[config.mk]
export PLATFORM = sky130hd
export DESIGN_NAME = jpeg_idct_transpose_ctrl
export DESIGN_NICKNAME = d
export VERILOG_FILES = /design/src/rtl/jpeg_idct_transpose_ctrl.sv
export SDC_FILE = /design/constraint.sdc
export NUM_CORES = 1
export LEC_CHECK = 0
export CORE_ASPECT_RATIO = 0.9
export CORE_MARGIN = 2
export CORE_UTILIZATION = 35
export DETAILED_ROUTE_END_ITERATION = 7
export PLACE_DENSITY = 0.9
export SLEW_MARGIN = 20
export SYNTH_ARGS = -nofsm -noshare
export SYNTH_HDL_FRONTEND = slang
export SYNTH_SLANG_ARGS = --single-unit
[constraint.sdc]
create_clock -name clk_i -period 3 [get_ports clk_i]
set_clock_uncertainty 0.05 [all_clocks]
set_input_delay 0.6 -clock clk_i [delete_from_list [all_inputs] [get_ports clk_i]]
set_output_delay 0.6 -clock clk_i [all_outputs]
set_load 0.02 [all_outputs]
[src/rtl/jpeg_idct_transpose_ctrl.sv]
// Ping-pong-free transpose controller for an 8x8 IDCT: fills a 64x16 RAM row-major, then drains it.
// Build option: define JPEG_IDCT_TRANSPOSE_EN for column-major (transposed) readout; otherwise row-major.
`timescale 1ns/1ps
module jpeg_idct_transpose_ctrl (
   input  logic        clk_i,
   input  logic        rst_i,
   input  logic        inport_valid_i,
   input  logic [15:0] inport_data_i,
   output logic        inport_accept_o,
   output logic        outport_valid_o,
   output logic [15:0] outport_data_o,
   output logic [5:0]  outport_idx_o,
   output logic        outport_last_o,
   input  logic        outport_accept_i,
   output logic [5:0]  ram_addr0_o,
   output logic [15:0] ram_data0_o,
   output logic        ram_wr0_o,
   output logic [5:0]  ram_addr1_o,
   input  logic [15:0] ram_data1_i
);

   typedef enum logic {FILL, DRAIN} state_t;

   state_t      state_reg;
   logic [5:0]  wr_cnt_reg;
   logic [5:0]  rd_cnt_reg;
   logic [5:0]  rd_cnt_next;
   logic        rd_pend_reg;
   logic        valid_reg;
   logic        last_reg;
   logic [5:0]  addr1_reg;
   logic        in_fill;
   logic        out_hs;

   function automatic logic [5:0] rd_addr(input logic [5:0] cnt);
`ifdef JPEG_IDCT_TRANSPOSE_EN
      return {cnt[2:0], cnt[5:3]};
`else
      return cnt;
`endif
   endfunction

   assign in_fill     = (state_reg == FILL);
   assign out_hs      = valid_reg && outport_accept_i;
   assign rd_cnt_next = rd_cnt_reg + 6'd1;

   // Write side is combinational so the word lands in RAM on the same edge it is accepted.
   assign inport_accept_o = in_fill && !rst_i;
   assign ram_wr0_o       = in_fill && inport_valid_i && !rst_i;
   assign ram_addr0_o     = wr_cnt_reg;
   assign ram_data0_o     = inport_data_i;

   // The RAM re-reads every cycle, so holding the address holds the data during a stall.
   assign ram_addr1_o     = addr1_reg;
   assign outport_idx_o   = addr1_reg;
   assign outport_data_o  = ram_data1_i;
   assign outport_valid_o = valid_reg;
   assign outport_last_o  = last_reg;

   always_ff @(posedge clk_i or posedge rst_i) begin
      if (rst_i) begin
         state_reg   <= FILL;
         wr_cnt_reg  <= 6'd0;
         rd_cnt_reg  <= 6'd0;
         rd_pend_reg <= 1'b0;
         valid_reg   <= 1'b0;
         last_reg    <= 1'b0;
         addr1_reg   <= 6'd0;
      end else begin
         case (state_reg)
            FILL: begin
               if (inport_valid_i) begin
                  wr_cnt_reg <= wr_cnt_reg + 6'd1;
                  if (wr_cnt_reg == 6'd63) begin
                     state_reg   <= DRAIN;
                     rd_cnt_reg  <= 6'd0;
                     addr1_reg   <= rd_addr(6'd0);
                     rd_pend_reg <= 1'b1;
                  end
               end
            end
            DRAIN: begin
               if (rd_pend_reg) begin
                  // RAM has just sampled addr1_reg; its data is on ram_data1_i next cycle.
                  rd_pend_reg <= 1'b0;
                  valid_reg   <= 1'b1;
                  last_reg    <= (rd_cnt_reg == 6'd63);
               end else if (out_hs) begin
                  valid_reg <= 1'b0;
                  last_reg  <= 1'b0;
                  if (rd_cnt_reg == 6'd63) begin
                     rd_cnt_reg <= 6'd0;
                     addr1_reg  <= 6'd0;
                     state_reg  <= FILL;
                  end else begin
                     rd_cnt_reg  <= rd_cnt_next;
                     addr1_reg   <= rd_addr(rd_cnt_next);
                     rd_pend_reg <= 1'b1;
                  end
               end
            end
            default: state_reg <= FILL;
         endcase
      end
   end

endmodule

==> impl_metrics.env, run 1 <==
export IMPL_via_per_inst=4.809
export IMPL_synthFlopType="dfrtp_1"
export IMPL_cpMaxStageDelayCell="clkdlybuf4s50_1"
export IMPL_slew_viol_final=0
export IMPL_h_tree_depth=1
export IMPL_status="complete, no violations"
export IMPL_cts_hold_buf=0
export IMPL_dr_pass1_iters=3
export IMPL_crit_arrival_ps=1990
export IMPL_cts_tree="built"
export IMPL_rsz0062_at_grt="no"
export IMPL_fp_row_count=19
export IMPL_ff2ff_path_depth=4
export IMPL_hold_start="ram_addr0_o[5]$_DFFE_PP0N_"
export IMPL_min_period_over_period=0.8796
export IMPL_hold_class="register to register"
export IMPL_synth_nets=149
export IMPL_crit_top_cell="clkdlybuf4s50_1"
export IMPL_cts_setup_buffers=0
export IMPL_slew_headroom=0.5916
export IMPL_clock_path_buffers=2
export IMPL_cp_required_ps=2350
export IMPL_final_util=0.3705
export IMPL_place_congestion=0.7343
export IMPL_hold_depth=1
export IMPL_synth_edf_count=0
export IMPL_synth_area_leader_cell="dfrtp_1"
export IMPL_diodes=0
export IMPL_pin_count=90
export IMPL_drt_iter0_markers=15
export IMPL_wl_per_cell_microns=13.93
export IMPL_core_sq_um=3019
export IMPL_drv_cap=0
export IMPL_ys_types=35
export IMPL_clkTransAtPathRegs_ps=90
export IMPL_final_net_count=138
export IMPL_synth_cells=111
export IMPL_synthesis_area_sq_um=1092
export IMPL_holdPathEnd="ram_addr0_o[5]$_DFFE_PP0N_"
export IMPL_cp_max_fo=5
export IMPL_grt_first_pass_wirelength_microns=3174
export IMPL_seq_area_frac_synth=0.3666
export IMPL_cp_top_family="buffers and inverters"
export IMPL_port_buffers=25
export IMPL_worstSetupEndpointType="output pin"
export IMPL_finalSetupViolCount=0
export IMPL_cts_sinks=16
export IMPL_wirelength_microns=1964
export IMPL_vias=678
export IMPL_cts_buffers_inserted=3
export IMPL_clock_latency_ps=290
export IMPL_ys_async_sr_fraction=1.000
export IMPL_fmax_ghz=0.3790
export IMPL_drive_gt1_frac=0.1010
export IMPL_drcViolationCount=0
export IMPL_fin_setup_tns_ps=0
export IMPL_period_minus_slack_ps=2639
export IMPL_ir_drop_mv=0.3209
export IMPL_synthToLayoutAreaGrowth_pct=2.405
export IMPL_powerDensity_nw_per_um2=743.3
export IMPL_start_util=0.3618
export IMPL_rrSetupSlack_ps=1320
export IMPL_cp_cell_sequence="clkdlybuf4s50_1, nand2b_1, nor2_1, clkdlybuf4s50_1"
export IMPL_fp_dieH_microns=57.00
export IMPL_critPathLaunchType="input pin"
export IMPL_grt_start_max_net_pins=19
export IMPL_fin_hold_ws_ps=470.0
export IMPL_overflow=0
export IMPL_synth_seq_cells=16
export IMPL_cts_resized=0
export IMPL_hpwl_microns=1415
export IMPL_drt_antenna_violating_nets=0
export IMPL_synth_top_area_share=0.3666
export IMPL_die_x_microns=62.89
export IMPL_slowest_delay_ps=610
export IMPL_synth_area_top_cells="dfrtp_1 37%, buf_4 26%, xnor2_1 3.2%"
export IMPL_synth_area_per_cell_sq_um=9.841
export IMPL_antenna_found_initial=0
export IMPL_grtUsageTotal=0.1126
export IMPL_power_leakage_uw=0.0004606
export IMPL_yosysWarnings=0
export IMPL_cts_root_buf="clkbuf_4"
export IMPL_reg2reg_from="state_reg$_DFF_PP0_"
export IMPL_tightest_slew_ps=612.0
export IMPL_hold_violations=0
export IMPL_worstSetupPathType="input pin to output pin"
export IMPL_die_area_sq_um=3584
export IMPL_worst_path_buf_inv=2
export IMPL_worstReg2RegEnd="rd_cnt_reg[2]$_DFFE_PP0P_"
export IMPL_grt_pass1_vias=634
==> Yosys cell counts, drive strengths merged, types with 2 or more instances <==
library cell,n
o21ai,4
buf,41
nand2,5
nor2b,2
and3,2
inv,2
nand3b,2
nand3,5
a22o,2
a31oi,2
nand2b,2
a21oi,4
nor2,3
ha,2
xnor2,4
dfrtp,16
==> cells in the final DEF (no fill, tap or decap), types with 2 or more instances in the layout <==
master / n
clkdlybuf4s50_1: 25
dfrtp_1: 16
nand2_1: 5
nand3_1: 4
xnor2_1: 4
o21ai_0: 3
a21oi_1: 3
nor2_1: 3
clkbuf_4: 3
a22o_1: 2
nor2b_1: 2
nand2b_1: 2
nand3b_1: 2
a31oi_1: 2
inv_1: 2
ha_1: 2
==> how the worst max path moves through the flow <==
stage / start / end / cells after the start
3_3_place_gp: inport_valid_i / ram_wr0_o / 4
2_1_floorplan: inport_valid_i / ram_wr0_o / 2
4_1_cts: inport_valid_i / ram_wr0_o / 4
6_report: inport_valid_i / ram_wr0_o / 4
5_1_grt: inport_valid_i / ram_wr0_o / 4
3_5_place_dp: inport_valid_i / ram_wr0_o / 4
==> per-layer routing <==
layer | routed length, microns | global-route usage | vias up
li1 | - | - | 319
met1 | 901 | 0.1448 | 323
met2 | 904 | 0.1672 | 32
met3 | 143 | 0.05523 | 4
met4 | 14 | 0.03492 | 0
met5 | 0 | 0 | -
==> layout make-up <==
cell class / count / area (sq um)
multi-input cells: 52 / 371.6
repair buffers: 25 / 250.2
clock buffers: 4 / 36.28
inverters: 2 / 7.507
flip-flops and latches: 16 / 400.4
well taps: 42 / 52.55
fillers: 307 / 1901
==> cells by family (layout without fill, tap and decap cells) <==
group | count (synthesis) | count (layout) | share of synthesized area
buf+inv | 43 | 31 | 0.2932
simple gates | 26 | 26 | 0.1455
compound gates | 17 | 17 | 0.1123
flops | 16 | 16 | 0.3665
xor+xnor | 5 | 5 | 0.04009
fa+ha+maj | 2 | 2 | 0.02291
mux | 2 | 2 | 0.01947
==> per-stage QoR <==
step,worst slack [ps],power (uW),cell area (sq um),instances
5_1_grt,266.1,884.3,1119,141
6_report,361.2,831.4,1119,141
3_3_place_gp,403.2,676.3,1082,137
2_1_floorplan,1368,610.5,1092,111
3_5_place_dp,341.2,686.9,1082,137
4_1_cts,349.5,840.0,1119,141
==> power by group <==
part	total (uW)	leakage, uW	internal [uW]	switching [uW]
clock	147	0.0000210	74.0	73.3
sequential	359	0.000205	274	84.6
combinational	325	0.000234	172	153
total	831	0.000461	520	311
Note: power is estimated with default switching activity, not from simulation.
==> run 2: changes to the inputs <==
--- a/config.mk
+++ b/config.mk
@@ -9,6 +9,7 @@
 export CORE_MARGIN = 2
 export CORE_UTILIZATION = 35
 export DETAILED_ROUTE_END_ITERATION = 7
+export GPL_TIMING_DRIVEN = 0
 export PLACE_DENSITY = 0.9
 export SLEW_MARGIN = 20
 export SYNTH_ARGS = -nofsm -noshare
==> constraint.sdc (replaced) <==
create_clock -name clk_i -period 3 [get_ports clk_i]
set_clock_uncertainty 0.05 [all_clocks]
set_input_delay 0.9 -clock clk_i [delete_from_list [all_inputs] [get_ports clk_i]]
set_output_delay 0.9 -clock clk_i [all_outputs]
set_load 0.02 [all_outputs]
==> impl_metrics.env, run 2 (same netlist as run 1, synthesis figures left out) <==
export IMPL_status="complete, no violations"
export IMPL_route_met3_wl_microns=203
export IMPL_powerDensity_nw_per_um2=537.8
export IMPL_wl_met1_microns=1001
export IMPL_drt_iter0_markers=32
export IMPL_power_leakage_uw=0.0007911
export IMPL_hold_violations=0
export IMPL_cp_required_ps=2050
export IMPL_drt_antenna_violating_nets=0
export IMPL_cts_root_buf="clkbuf_4"
export IMPL_hpwl_microns=1896
export IMPL_cp_top_family="buffers and inverters"
export IMPL_place_congestion=0.7580
export IMPL_nFillCells=269
export IMPL_finalSetupViolCount=0
export IMPL_slowest_delay_ps=530
export IMPL_synthToLayoutAreaGrowth_pct=59.79
export IMPL_fmax_ghz=0.3552
export IMPL_cp_depth=4
export IMPL_hold_class="register to register"
export IMPL_worstSetupEndpointType="output pin"
export IMPL_place_area_sq_um=1715
export IMPL_grt_start_max_net_pins=17
export IMPL_vias=933
export IMPL_clkTransAtPathRegs_ps=90
export IMPL_hold_depth=1
export IMPL_worst_path_buf_inv=2
export IMPL_fp_row_count=19
export IMPL_grt_first_pass_wirelength_microns=3795
export IMPL_clock_path_buffers=2
export IMPL_crit_arrival_ps=1870
export IMPL_critPathLaunchType="input pin"
export IMPL_worstSetupPathType="input pin to output pin"
export IMPL_rrSetupSlack_ps=1390
export IMPL_p_total_uw=938.7
export IMPL_dp_cells=210
export IMPL_top_layer="met3"
export IMPL_h_tree_depth=1
export IMPL_reg2reg_from="rd_cnt_reg[0]$_DFFE_PP0P_"
export IMPL_drv_cap=0
export IMPL_min_period_over_period=0.9385
export IMPL_die_area_sq_um=3584
export IMPL_drive_gt1_frac=0.3023
export IMPL_met2_wirelength_microns=1133
export IMPL_ir_drop_mv=0.4131
export IMPL_port_buffers=57
export IMPL_grtUsageTotal=0.1289
export IMPL_overflow=0
export IMPL_diodes=0
export IMPL_die_x_microns=62.89
export IMPL_start_util=0.3618
export IMPL_drcViolationCount=0
export IMPL_cpMaxStageDelayCell="clkdlybuf4s50_1"
export IMPL_grt_pass1_vias=865
export IMPL_wl_per_cell_microns=10.92
export IMPL_antenna_found_initial=0
export IMPL_cp_cell_sequence="clkdlybuf4s50_1, nand2b_1, nor2_1, clkbuf_2"
export IMPL_pin_count=90
export IMPL_cts_buffers_inserted=3
export IMPL_fin_ws_ps=184.4
export IMPL_wirelength_microns=2337
export IMPL_rsz0062_at_grt="no"
export IMPL_mostFrequentLayoutCells="55 x clkdlybuf4s50_1, 38 x buf_4, 16 x dfrtp_1"
export IMPL_fin_cells=214
export IMPL_core_sq_um=3019
export IMPL_crit_path_start="inport_valid_i"
export IMPL_fp_dieH_microns=57.00
export IMPL_final_net_count=211
export IMPL_hold_start="ram_addr0_o[5]$_DFFE_PP0N_"
export IMPL_period_minus_slack_ps=2816
export IMPL_dr_pass1_iters=4
export IMPL_via_per_inst=4.360
export IMPL_slew_headroom=0.5876
export IMPL_tightest_slew_ps=617.9
export IMPL_slew_viol_final=0
export IMPL_ff2ff_path_depth=5
export IMPL_cts_tree="built"
export IMPL_clock_latency_ps=290
export IMPL_cts_sinks=16
export IMPL_dp_slack_ps=-255.0
export IMPL_cp_max_fo=5
export IMPL_stdcell_area_sq_um=1745
export IMPL_final_common_cell="clkdlybuf4s50_1"
run 2: cell count changes in the layout (fill, tap and decap cells not counted), sizes merged:
| cell | change |
|---|---|
| buf | +41 |
| clkbuf | +1 |
| clkdlybuf4s50 | +30 |
| dlygate4sd2 | +1 |
run 2: power breakdown:
part           switching, uW  internal [uW]
logic                    208            245
registers               66.3            274
clock network           70.7           73.9
run 2: worst paths after layout:
check	endpoint
min in group asynchronous	ram_addr0_o[2]$_DFFE_PP0N_
setup / recovery	ram_wr0_o
hold reg to reg	ram_addr0_o[5]$_DFFE_PP0N_
max in group asynchronous	ram_addr0_o[0]$_DFFE_PP0N_
setup reg to reg	rd_cnt_reg[3]$_DFFE_PP0P_
hold / removal	ram_addr0_o[5]$_DFFE_PP0N_
run 2: what timing repair did:
| action | in CTS | in global routing |
|---|---|---|
| resized for setup | 2 | 2 |
| setup endpoints to repair | 2 | 1 |
| buffers inserted | 0 | 0 |
| hold buffers | 0 | 0 |
run 2: routing by layer:
| layer | vias to the layer above | GRT usage |
|---|---|---|
| met1 | 422 | 0.1627 |
| li1 | 460 | - |
| met3 | 0 | 0.04142 |
| met4 | 0 | 0.01905 |
| met2 | 51 | 0.2219 |
| met5 | - | 0 |
run 2: layout make-up:
cell class / count / area [sq um] / area share
Clock buffer: 4 / 36.28 / 0.02079
Sequential cell: 16 / 400.4 / 0.2294
Buffer: 41 / 312.8 / 0.1792
Inverter: 2 / 7.507 / 0.004301
Multi-Input combinational cell: 52 / 371.6 / 0.2129
Timing Repair Buffer: 57 / 564.3 / 0.3233
Tap cell: 42 / 52.55 / 0.03011
run 2: through the flow:
| stage | TNS, ps | hold slack (ps) | utilization |
|---|---|---|---|
| global placement | -257.2 | 429.0 | 0.5682 |
| detailed placement | -260.3 | 432.2 | 0.5682 |
| global route | 0 | 478.8 | 0.5781 |
| floorplan | 0 | 489.2 | - |
| finish | 0 | 440.7 | 0.5781 |
| CTS | 0 | 447.1 | 0.5794 |
==> run 3: changes to the inputs <==
--- a/config.mk
+++ b/config.mk
@@ -10,6 +10,7 @@
 export CORE_UTILIZATION = 35
 export DETAILED_ROUTE_END_ITERATION = 7
 export GPL_TIMING_DRIVEN = 0
+export MAX_ROUTING_LAYER = met4
 export PLACE_DENSITY = 0.9
 export SLEW_MARGIN = 20
 export SYNTH_ARGS = -nofsm -noshare
==> results of run 3 <==
No change in the layout: final DEF, timing and power equal those of run 2.
Among the figures that moved: final weighted congestion in routability-driven placement 0.7580 -> 0.7679; overall routing resource usage 0.1289 -> 0.1330
